**config.mk**
```make
export PLATFORM = sky130hd
export DESIGN_NAME = brightness_timer
export DESIGN_NICKNAME = d
export VERILOG_FILES = /design/src/rtl/brightness_timer.sv
export SDC_FILE = /design/constraint.sdc
export NUM_CORES = 1
export LEC_CHECK = 0
export CAP_MARGIN = 20
export CORE_AREA = 2 2 69 71
export DETAILED_ROUTE_END_ITERATION = 7
export DIE_AREA = 0 0 71 73
export HOLD_SLACK_MARGIN = 0.1
export SKIP_CTS_REPAIR_TIMING = 1
export SYNTH_ARGS = -nofsm -noshare
export SYNTH_HDL_FRONTEND = slang
export SYNTH_SLANG_ARGS = --single-unit
```
**constraint.sdc**
```tcl
create_clock -name clk_in -period 5.4 [get_ports clk_in]
set_input_delay 1.08 -clock clk_in [delete_from_list [all_inputs] [get_ports clk_in]]
set_output_delay 1.08 -clock clk_in [all_outputs]
set_load 0.1 [all_outputs]
```
**src/rtl/brightness_timer.sv**
```systemverilog
// Bit-plane brightness timer: per-plane binary-weighted display window followed
// by a blanking gap, with halt freeze and sticky overrun on unexpected latch pulses.
package types;
  typedef logic [7:0] brightness_level_t;
endpackage

module brightness_timer #(
  parameter int BASE_TICKS  = 4,
  parameter int BLANK_TICKS = 2,
  parameter int BITS        = $bits(types::brightness_level_t)
) (
  input  logic                    clk_in,
  input  logic                    reset,
  input  logic                    latch_done,
  input  logic                    halt,
  output types::brightness_level_t mask,
  output logic                    enable,
  output logic                    plane_done,
  output logic                    row_done,
  output logic                    overrun
);
  localparam int MAXV = ((BASE_TICKS << (BITS-1)) > BLANK_TICKS) ? (BASE_TICKS << (BITS-1)) : BLANK_TICKS;
  localparam int CW   = (MAXV < 2) ? 1 : $clog2(MAXV);

  typedef enum logic [1:0] {S_WAIT, S_DISPLAY, S_BLANK} state_t;

  state_t                   state_q, state_d;
  logic [CW-1:0]            cnt_q, cnt_d, load_v;
  types::brightness_level_t mask_q, mask_d, mask_rot;
  logic                     en_q, en_d;
  logic                     ovr_q, ovr_d;
  logic                     pd;

  always_comb begin
    load_v = '0;
    for (int i = 0; i < BITS; i++)
      if (mask_q[i]) load_v = CW'((BASE_TICKS << i) - 1);
  end

  assign mask_rot = mask_q[BITS-1] ? types::brightness_level_t'(1) : (mask_q << 1);

  // A DISPLAY cycle is consumed only when enable was actually high, so halting
  // never adds or removes lit cycles from a plane.
  always_comb begin
    state_d = state_q;
    cnt_d   = cnt_q;
    mask_d  = mask_q;
    en_d    = 1'b0;
    pd      = 1'b0;
    ovr_d   = ovr_q | (latch_done && (state_q != S_WAIT));
    case (state_q)
      S_WAIT: begin
        if (latch_done && !halt) begin
          state_d = S_DISPLAY;
          cnt_d   = load_v;
          en_d    = 1'b1;
        end
      end
      S_DISPLAY: begin
        if (en_q) begin
          if (cnt_q == '0) begin
            state_d = S_BLANK;
            cnt_d   = CW'(BLANK_TICKS - 1);
          end else begin
            cnt_d = cnt_q - 1'b1;
            en_d  = !halt;
          end
        end else begin
          en_d = !halt;
        end
      end
      S_BLANK: begin
        if (!halt) begin
          if (cnt_q == '0) begin
            pd      = 1'b1;
            state_d = S_WAIT;
            mask_d  = mask_rot;
          end else begin
            cnt_d = cnt_q - 1'b1;
          end
        end
      end
      default: state_d = S_WAIT;
    endcase
  end

  always_ff @(posedge clk_in or posedge reset) begin
    if (reset) begin
      state_q <= S_WAIT;
      cnt_q   <= '0;
      mask_q  <= types::brightness_level_t'(1);
      en_q    <= 1'b0;
      ovr_q   <= 1'b0;
    end else begin
      state_q <= state_d;
      cnt_q   <= cnt_d;
      mask_q  <= mask_d;
      en_q    <= en_d;
      ovr_q   <= ovr_d;
    end
  end

  assign mask       = mask_q;
  assign enable     = en_q;
  assign overrun    = ovr_q;
  assign plane_done = pd;
  assign row_done   = pd && mask_q[BITS-1];
endmodule

```
Word level (Yosys, flattened, before mapping)
Cells that the tools add are included.
{"block": "totals", "output_inout_bits": 12, "reg_bits": 21}
{"block": "classes", "bitwise_logic": 2, "eq_ne": 8, "n_addsub": 1, "n_reduce_logical": 11, "mux": 28}
{"cell": "9-bit 2-to-1 mux", "n": 11}
{"cell": "9-bit one-hot mux with 3 select lines", "n": 1}
{"cell": "2-bit 2-to-1 mux", "n": 6}
{"cell": "2-bit != test, second input constant", "n": 6}
{"cell": "5-bit AND reduction", "n": 2}
{"cell": "9-bit logical NOT", "n": 1}
{"cell": "9-bit by 1-bit subtractor with 9-bit output, second input constant", "n": 1}
{"cell": "8-bit 2-to-1 mux", "n": 1}
{"cell": "1-bit 2-to-1 mux", "n": 6}
{"cell": "2-bit one-hot mux with 3 select lines", "n": 1}
{"cell": "1-bit logical AND", "n": 3}
{"cell": "3-bit 2-to-1 mux", "n": 1}
{"cell": "3-bit AND reduction", "n": 1}
{"cell": "3-bit nonzero test", "n": 1}
{"cell": "2-bit by 1-bit == test with 1-bit output, second input constant", "n": 1}
{"cell": "2-bit == test, second input constant", "n": 1}
{"cell": "2-bit logical NOT", "n": 1}
{"cell": "1-bit one-hot mux with 2 select lines", "n": 1}
{"cell": "2-bit nonzero test", "n": 1}
{"cell": "1-bit logical NOT", "n": 1}
{"cell": "1-bit inverter", "n": 1}
{"cell": "1-bit bitwise OR", "n": 1}

Longest topological paths before layout
Gate-level depths: netlist (run 1).
{"block": "logic_depth", "ltp_word": 10, "ltp_mapped": 10, "ltp_nobuf": 8}

Worst setup path after synthesis (run 1)
Ideal clock, no wire load.
{"block": "synth_path", "path_kind": "register -> output", "startpoint": "reg cnt_q[0]", "endpoint": "out row_done", "arrival_time_ns": 2.687, "path_stages_with_launch": 9, "n_path_buf": 2, "setup_slack_ns": 1.633, "required_ns": 4.320, "path_cell_list": "dfrtp_1 inv_1 ha_1 or4b_1 or2_1 buf_6 or3_1 buf_6 nor2_2"}
{"block": "synth_via", "elab_chain_len": 5}
{"item": "start: declaration", "line_no": "28", "rtl": "logic [CW-1:0] cnt_q, cnt_d, load_v;"}
{"item": "start signal: assignment", "line_no": "96", "rtl": "cnt_q <= cnt_d;"}
{"item": "9-bit logical NOT", "line_no": "74", "rtl": "if (cnt_q == '0) begin"}
{"item": "1-bit 2-to-1 mux", "line_no": "74"}
{"item": "1-bit 2-to-1 mux", "line_no": "73", "rtl": "if (!halt) begin"}
{"item": "1-bit 2-to-1 mux", "line_no": "51", "rtl": "case (state_q)"}
{"item": "1-bit logical AND", "line_no": "107", "rtl": "assign row_done = pd && mask_q[BITS-1];"}
{"item": "end: declaration", "line_no": "19", "rtl": "output logic row_done,"}
No other way between the ends.

Final worst setup path (run 1)
Same ends and word-level chain as after synthesis.

==> out/qor.txt, run 1 <==
DR pass1 iterations -> 4
reg-to-reg startpoint -> cnt_q[0]
worst path bufs/invs -> 2
die height -> 73 µm
share of layout cells above drive strength 1 -> 10.6%
critical path depth -> 7
FF-to-FF setup slack -> 2.84 ns
Clock Tree Root -> clkbuf_8
Via density -> 5.04
cells along the critical path -> inv_1, ha_1, or4b_1, or2_1, or3_1, nor2_2, buf_4
Fin. Hold Viols -> 0
Ys Warns -> 0
io pins -> 16
hpwl dp -> 1950 µm
final core occ -> 33.1%
CTS tree -> built
die area -> 5180 µm²
fin crit share -> 73.4%
HP Class -> reg -> reg
Nets -> 171
Inserted Diodes -> 0
first-pass GRT wire length -> 4750 µm
DRC violations left -> 0
Final Critical Period -> 3.96 ns
status -> completed
Max Freq -> 252 MHz
pre-CTS setup slack -> 1.64 ns
CTS H-tree depth -> 1
routed vias -> 1,084
Worst-Margin Slew -> 0.965 ns
largest net degree at the start of global routing -> 22
Total Wirelength -> 2740 µm
number of synthesized flops with an enable pin -> 0
RR Endpoint -> cnt_q[7]
type of the worst setup path -> reg -> out
synthesized area per cell -> 8.72 µm²
worst path arrival time -> 2.88 ns
Slew Viols, Final -> 0
initial antenna violation count -> 0
slew margin rel. -> 35.5%
crit path launch type -> flip-flop
Core Box Area -> 4540 µm²
async set-or-reset flop fraction in the synthesized netlist -> 100%
Post-Syn Nets -> 157
Final Setup Violations -> 0
Fin Clk Skew -> 0.00476 ns
PortBufs -> 15
Initial DRC Count -> 58
MaxCap Viol Count -> 0
worst setup margin -> 1.44 ns
TritonCTS Buffers -> 3
Leak -> 0.623 nW
Clock Latency Late Sink -> 0.26 ns
Post-Syn Instances -> 148
Top delay family on crit path -> simple AND/OR/NAND/NOR gates
critical path peak fanout -> 16
PD cells -> 479 nW/µm²
Rows -> 25
gr usage total -> 11.4%
Synth Register Bits -> 21
cell count of the worst reg-to-reg path -> 7
RSZ-0062 raised after global routing -> false
GR Overflow Total -> 0
Routed WL per cell -> 12.7 µm
slowest stage delay, CP -> 0.59 ns
CTS sink cnt -> 21
source of the critical timing path -> cnt_q[0]
Starting Density -> 28.5%
register area share after synthesis -> 40.8%
Slowest-stage cell, CP -> or3_1
number of global-route vias before repair -> 1,014
Final ANT Viol Nets -> 0
GP Congestion -> 0.851
Clock transition at path regs -> 0.08 ns
chip width -> 71 µm
Synth Cell Area -> 1290 µm²
Synth cell types -> 39
Worst Path Required -> 4.32 ns
setup TNS -> 0 ns
clk buf depth -> 2
CP endpoint -> row_done
Top FF cell, synth -> dfrtp_1
Worst Setup End Kind -> primary output
number of cells on the worst hold path -> 1
peak supply drop -> 0.256 mV
Layout area overhead -> 16.3%
Design Power -> 0.000719 W
## power by group
group	switching [W]	total, W	internal, W
registers	0.0000454	0.000246	0.000201
clock network	0.0000558	0.000107	0.0000515
logic	0.000224	0.000365	0.000142
## cell usage in the layout (no fill, tap or decap), drive strengths merged, types with 2 or more instances in the layout
master	netlist	routed
a21o	2	2
a21oi	5	5
a22o	7	7
a31oi	3	3
buf	5	3
clkbuf	2	3
clkdlybuf4s50	0	13
clkinv	1	2
dfrtp	20	20
ha	5	5
inv	9	9
nand2	22	22
nand2b	4	4
nor2	12	12
nor3	4	4
nor4	6	6
o21ai	21	21
o22ai	2	2
o32ai	2	2
or2	2	2
or4	2	2
## area by class of cell
type                            instances  area, µm²
Clock buffer                            3       41.3
Tap cell                               54       67.6
Multi-Input combinational cell        110        671
Clock inverter                          1       5.00
Timing Repair Buffer                   16        153
Sequential cell                        21        527
Inverter                               10       37.5
Fill cell                             472       3030
## logic make-up after synthesis
family                     share of synthesized area (%)
AOI/OAI and AO/OA                                   24.2
adders and majority gates                           4.84
buffers and inverters                               7.27
DFF                                                 40.8
muxes                                              0.872
and+or+nand+nor                                     22.0
## stage by stage
step | cell area, µm² | hold slack, ns | cells
6_report | 1500 | 0.463 | 215
5_1_grt | 1500 | 0.480 | 215
3_3_place_gp | 1460 | 0.439 | 211
3_5_place_dp | 1460 | 0.450 | 211
4_1_cts | 1500 | 0.469 | 215
2_1_floorplan | 1290 | 0.480 | 148
## layer usage
| metal | vias up | track usage, % | share of wire, % |
|---|---|---|---|
| li1 | 557 | - | - |
| met1 | 506 | 16.0 | 49 |
| met2 | 19 | 18.4 | 47 |
| met3 | 2 | 1.38 | 3.8 |
| met4 | 0 | 3.35 | 0.44 |
| met5 | - | 0 | 0 |
## synth_stat cells, types with 4 or more instances
| library cell | number | share of area [%] |
|---|---|---|
| a21oi_1 | 5 | 1.9 |
| a22o_1 | 7 | 4.7 |
| dfrtp_1 | 20 | 39 |
| ha_1 | 5 | 4.8 |
| inv_1 | 9 | 2.6 |
| nand2_1 | 22 | 6.4 |
| nand2b_1 | 4 | 1.9 |
| nor2_1 | 11 | 3.2 |
| nor3_1 | 4 | 1.6 |
| nor4_1 | 6 | 2.9 |
| o21ai_0 | 14 | 5.4 |
| o21ai_1 | 4 | 1.6 |
## worst reg2reg max path: cells and delay by family, from the launching register on
family                   cells  cell delay [ns]
AO/OA/AOI/OAI                3             0.93
adder cells (fa/ha/maj)      1             0.15
flip-flops                   1             0.39
AND/OR/NAND/NOR              2             0.86
buffers and inverters        1             0.12
## registers in the layout, indices dropped and copies added, names as in the netlist
signal and flops:
cnt_q 9, mask 8, state_q 2, enable 1
overrun 1
## worst min path at each step
| stage | start | to | slack, ns |
|---|---|---|---|
| after global placement | overrun | overrun | 0.44 |
| final | overrun | overrun | 0.46 |
| after global routing | overrun | overrun | 0.48 |
| after detailed placement | overrun | overrun | 0.45 |
| after floorplan | cnt_q[8] | cnt_q[8] | 0.48 |
| after CTS | overrun | overrun | 0.47 |
Note: power is estimated with default switching activity, not from simulation.
==> run 2, diff against run 1 <==
clock period = 3.2 ns   (was 5.4 ns; I/O delays follow)
==> run 2 against run 1 <==
  * Sequential power up 70%
  * Wire length grew 4.0%
  * Die area unchanged
  * Critical path depth is the same
  * Worst hold slack improved by 0.0096 ns
  * Total power rose by 70%
  * Sequential share of layout area fell by 0.52 points
  * Final cell count increased by 0.47%
  * Register-to-register slack got worse by 2.1 ns
  * Global-route usage grew 0.14 points
  * Clock-buffer cell count stayed put
  * Flip-flop and latch count did not move
==> out/qor.txt, run 2 (synthesis results as in run 1) <==
status -> completed
Min Hold Slack -> 0.473 ns (+0.00959 ns)
Biggest register -> cnt_q
hpwl dp -> 2030 µm (+3.9%)
DR pass1 iterations -> 4 (unchanged)
worst path bufs/invs -> 2 (unchanged)
critical path depth -> 7 (unchanged)
hold endpoint -> overrun
GR Overflow Total -> 0 (unchanged)
worst path arrival time -> 2.43 ns (-0.45 ns)
RSZ-0062 raised after global routing -> false
Routed WL per cell -> 13.2 µm (+3.5%)
cell count of the worst reg-to-reg path -> 7 (unchanged)
FF-to-FF setup slack -> 0.72 ns (-2.12 ns)
Final ANT Viol Nets -> 0 (unchanged)
Inserted Diodes -> 0 (unchanged)
Slew Viols, Final -> 0 (unchanged)
commonest non-fill, non-tap cell in the layout -> nand2_1
share of layout cells above drive strength 1 -> 18.5% (+8.0 points)
Worst-Margin Slew -> 0.796 ns (-0.169 ns)
gr usage total -> 11.5% (+0.14 points)
DRC violations left -> 0 (unchanged)
Top Metal Used -> met4
final core occ -> 33.6% (+0.50 points)
Final Setup Violations -> 0 (unchanged)
commonest non-fill, non-tap cells in the layout -> 22 x nand2_1, 20 x dfrtp_1, 14 x o21ai_0, 12 x buf_4, 11 x nor2_1
M1 WL -> 1390 µm (+2.9%)
Fin. Hold Viols -> 0 (unchanged)
PD cells -> 800 nW/µm² (+67%)
Clock transition at path regs -> 0.09 ns (about the same)
RR Endpoint -> cnt_q[3]
number of global-route vias before repair -> 1,026 (+1.2%)
reg-to-reg startpoint -> cnt_q[0]
Worst Setup End Kind -> primary output
met2 wire length -> 1340 µm (+5.3%)
routed vias -> 1,120 (+3.3%)
Via density -> 5.19 (+2.8%)
Fin Clk Skew -> 0.00575 ns (+0.000988 ns)
peak supply drop -> 0.447 mV (+75%)
GP Congestion -> 0.781 (-8.2%)
HP Class -> reg -> reg
crit path launch type -> flip-flop
io pins -> 16 (unchanged)
Starting Density -> 28.5% (unchanged)
Top delay family on crit path -> simple AND/OR/NAND/NOR gates
Initial DRC Count -> 39 (-33%)
Max Freq -> 325 MHz
Nets -> 172 (+0.58%)
Leak -> 0.642 nW (+3.0%)
Design Power -> 0.00122 W (+70%)
number of cells on the worst hold path -> 1 (unchanged)
Layout area overhead -> 18.0%
Worst Path Required -> 2.56 ns (-1.76 ns)
die area -> 5180 µm² (unchanged)
CTS H-tree depth -> 1 (unchanged)
met3 routed WL -> 81 µm (-21%)
MaxCap Viol Count -> 0 (unchanged)
Core Box Area -> 4540 µm² (unchanged)
type of the worst setup path -> reg -> out
post-route cell area -> 1520 µm² (+1.5%)
first-pass GRT wire length -> 4800 µm (+1.2%)
slowest stage delay, CP -> 0.51 ns (-0.08 ns)
Clock Latency Late Sink -> 0.27 ns (about the same)
Total Wirelength -> 2850 µm (+4.0%)
max reg flops -> 9 (unchanged)
hold path start -> overrun
slew margin rel. -> 46.9% (+11 points)
CTS sink cnt -> 21 (unchanged)
chip width -> 71 µm (unchanged)
clk buf depth -> 2 (unchanged)
fin crit share -> 96.1%
TritonCTS Buffers -> 3 (unchanged)
critical path peak fanout -> 8 (-8)
CTS tree -> built
initial antenna violation count -> 0 (unchanged)
Slowest-stage cell, CP -> or4b_1
cells along the critical path -> inv_1, ha_1, or4b_1, or2_4, or3_4, nor2_4, buf_12
Clock Tree Root -> clkbuf_8
Final Critical Period -> 3.07 ns
die height -> 73 µm (unchanged)
PortBufs -> 15 (unchanged)
largest net degree at the start of global routing -> 22 (unchanged)
Placed Area -> 1470 µm² (+0.86%)
Rows -> 25 (unchanged)
-- run 2: cell count changes in the layout (fill, tap and decap cells not counted), sizes merged --
cell | before | now
clkdlybuf4s50 | 13 | 3
clkinv | 2 | 1
clkinvlp | 0 | 1
buf | 3 | 14
-- run 2: layer usage --
layer / up-vias / GRT usage (%)
li1: 564 / -
met2: 21 / 18.9
met3: 5 / 1.38
met1: 530 / 15.6
met4: 0 / 4.40
met5: - / 0
-- run 2: layout make-up --
| class | count | area (µm²) |
|---|---|---|
| Clock buffer | 3 | 41.3 |
| Clock inverter | 1 | 7.51 |
| Fill cell | 471 | 3010 |
| Inverter | 10 | 37.5 |
| Multi-Input combinational cell | 110 | 683 |
| Sequential cell | 21 | 527 |
| Tap cell | 54 | 67.6 |
| Timing Repair Buffer | 17 | 160 |
-- run 2: per-stage QoR --
stage	worst slack (ns)	TNS [ns]	std cells
after floorplan	0.192	0	148
after global placement	0.329	0	212
after detailed placement	0.308	0	212
after CTS	-0.0148	-0.0148	216
after global routing	0.0210	0	216
final	0.125	0	216
-- run 2: worst register-to-register path: stages, from the launching register on --
cell and delay, ns:
dfrtp_1 0.39, inv_1 0.12, ha_1 0.15, or4b_1 0.51
or2_4 0.30, a31oi_2 0.48, o21ai_0 0.18, a22o_1 0.25
-- run 2: worst max path at each step --
stage,from,end
after global routing,cnt_q[0],row_done
after CTS,cnt_q[0],row_done
after global placement,cnt_q[0],row_done
after floorplan,cnt_q[0],row_done
final,cnt_q[0],row_done
after detailed placement,cnt_q[0],row_done
-- run 2: power by group --
group / internal, W / switching (W) / leakage (nW)
clock network: 0.0000882 / 0.0000967 / 0.0217
logic: 0.000237 / 0.000381 / 0.370
registers: 0.000339 / 0.0000786 / 0.251
total: 0.000663 / 0.000556 / 0.642
==> run 3, diff against run 2 <==
CTS_CLUSTER_DIAMETER = 30   (was default)
==> results of run 3 <==
Final layout, timing and power as in run 2 (identical DEF).
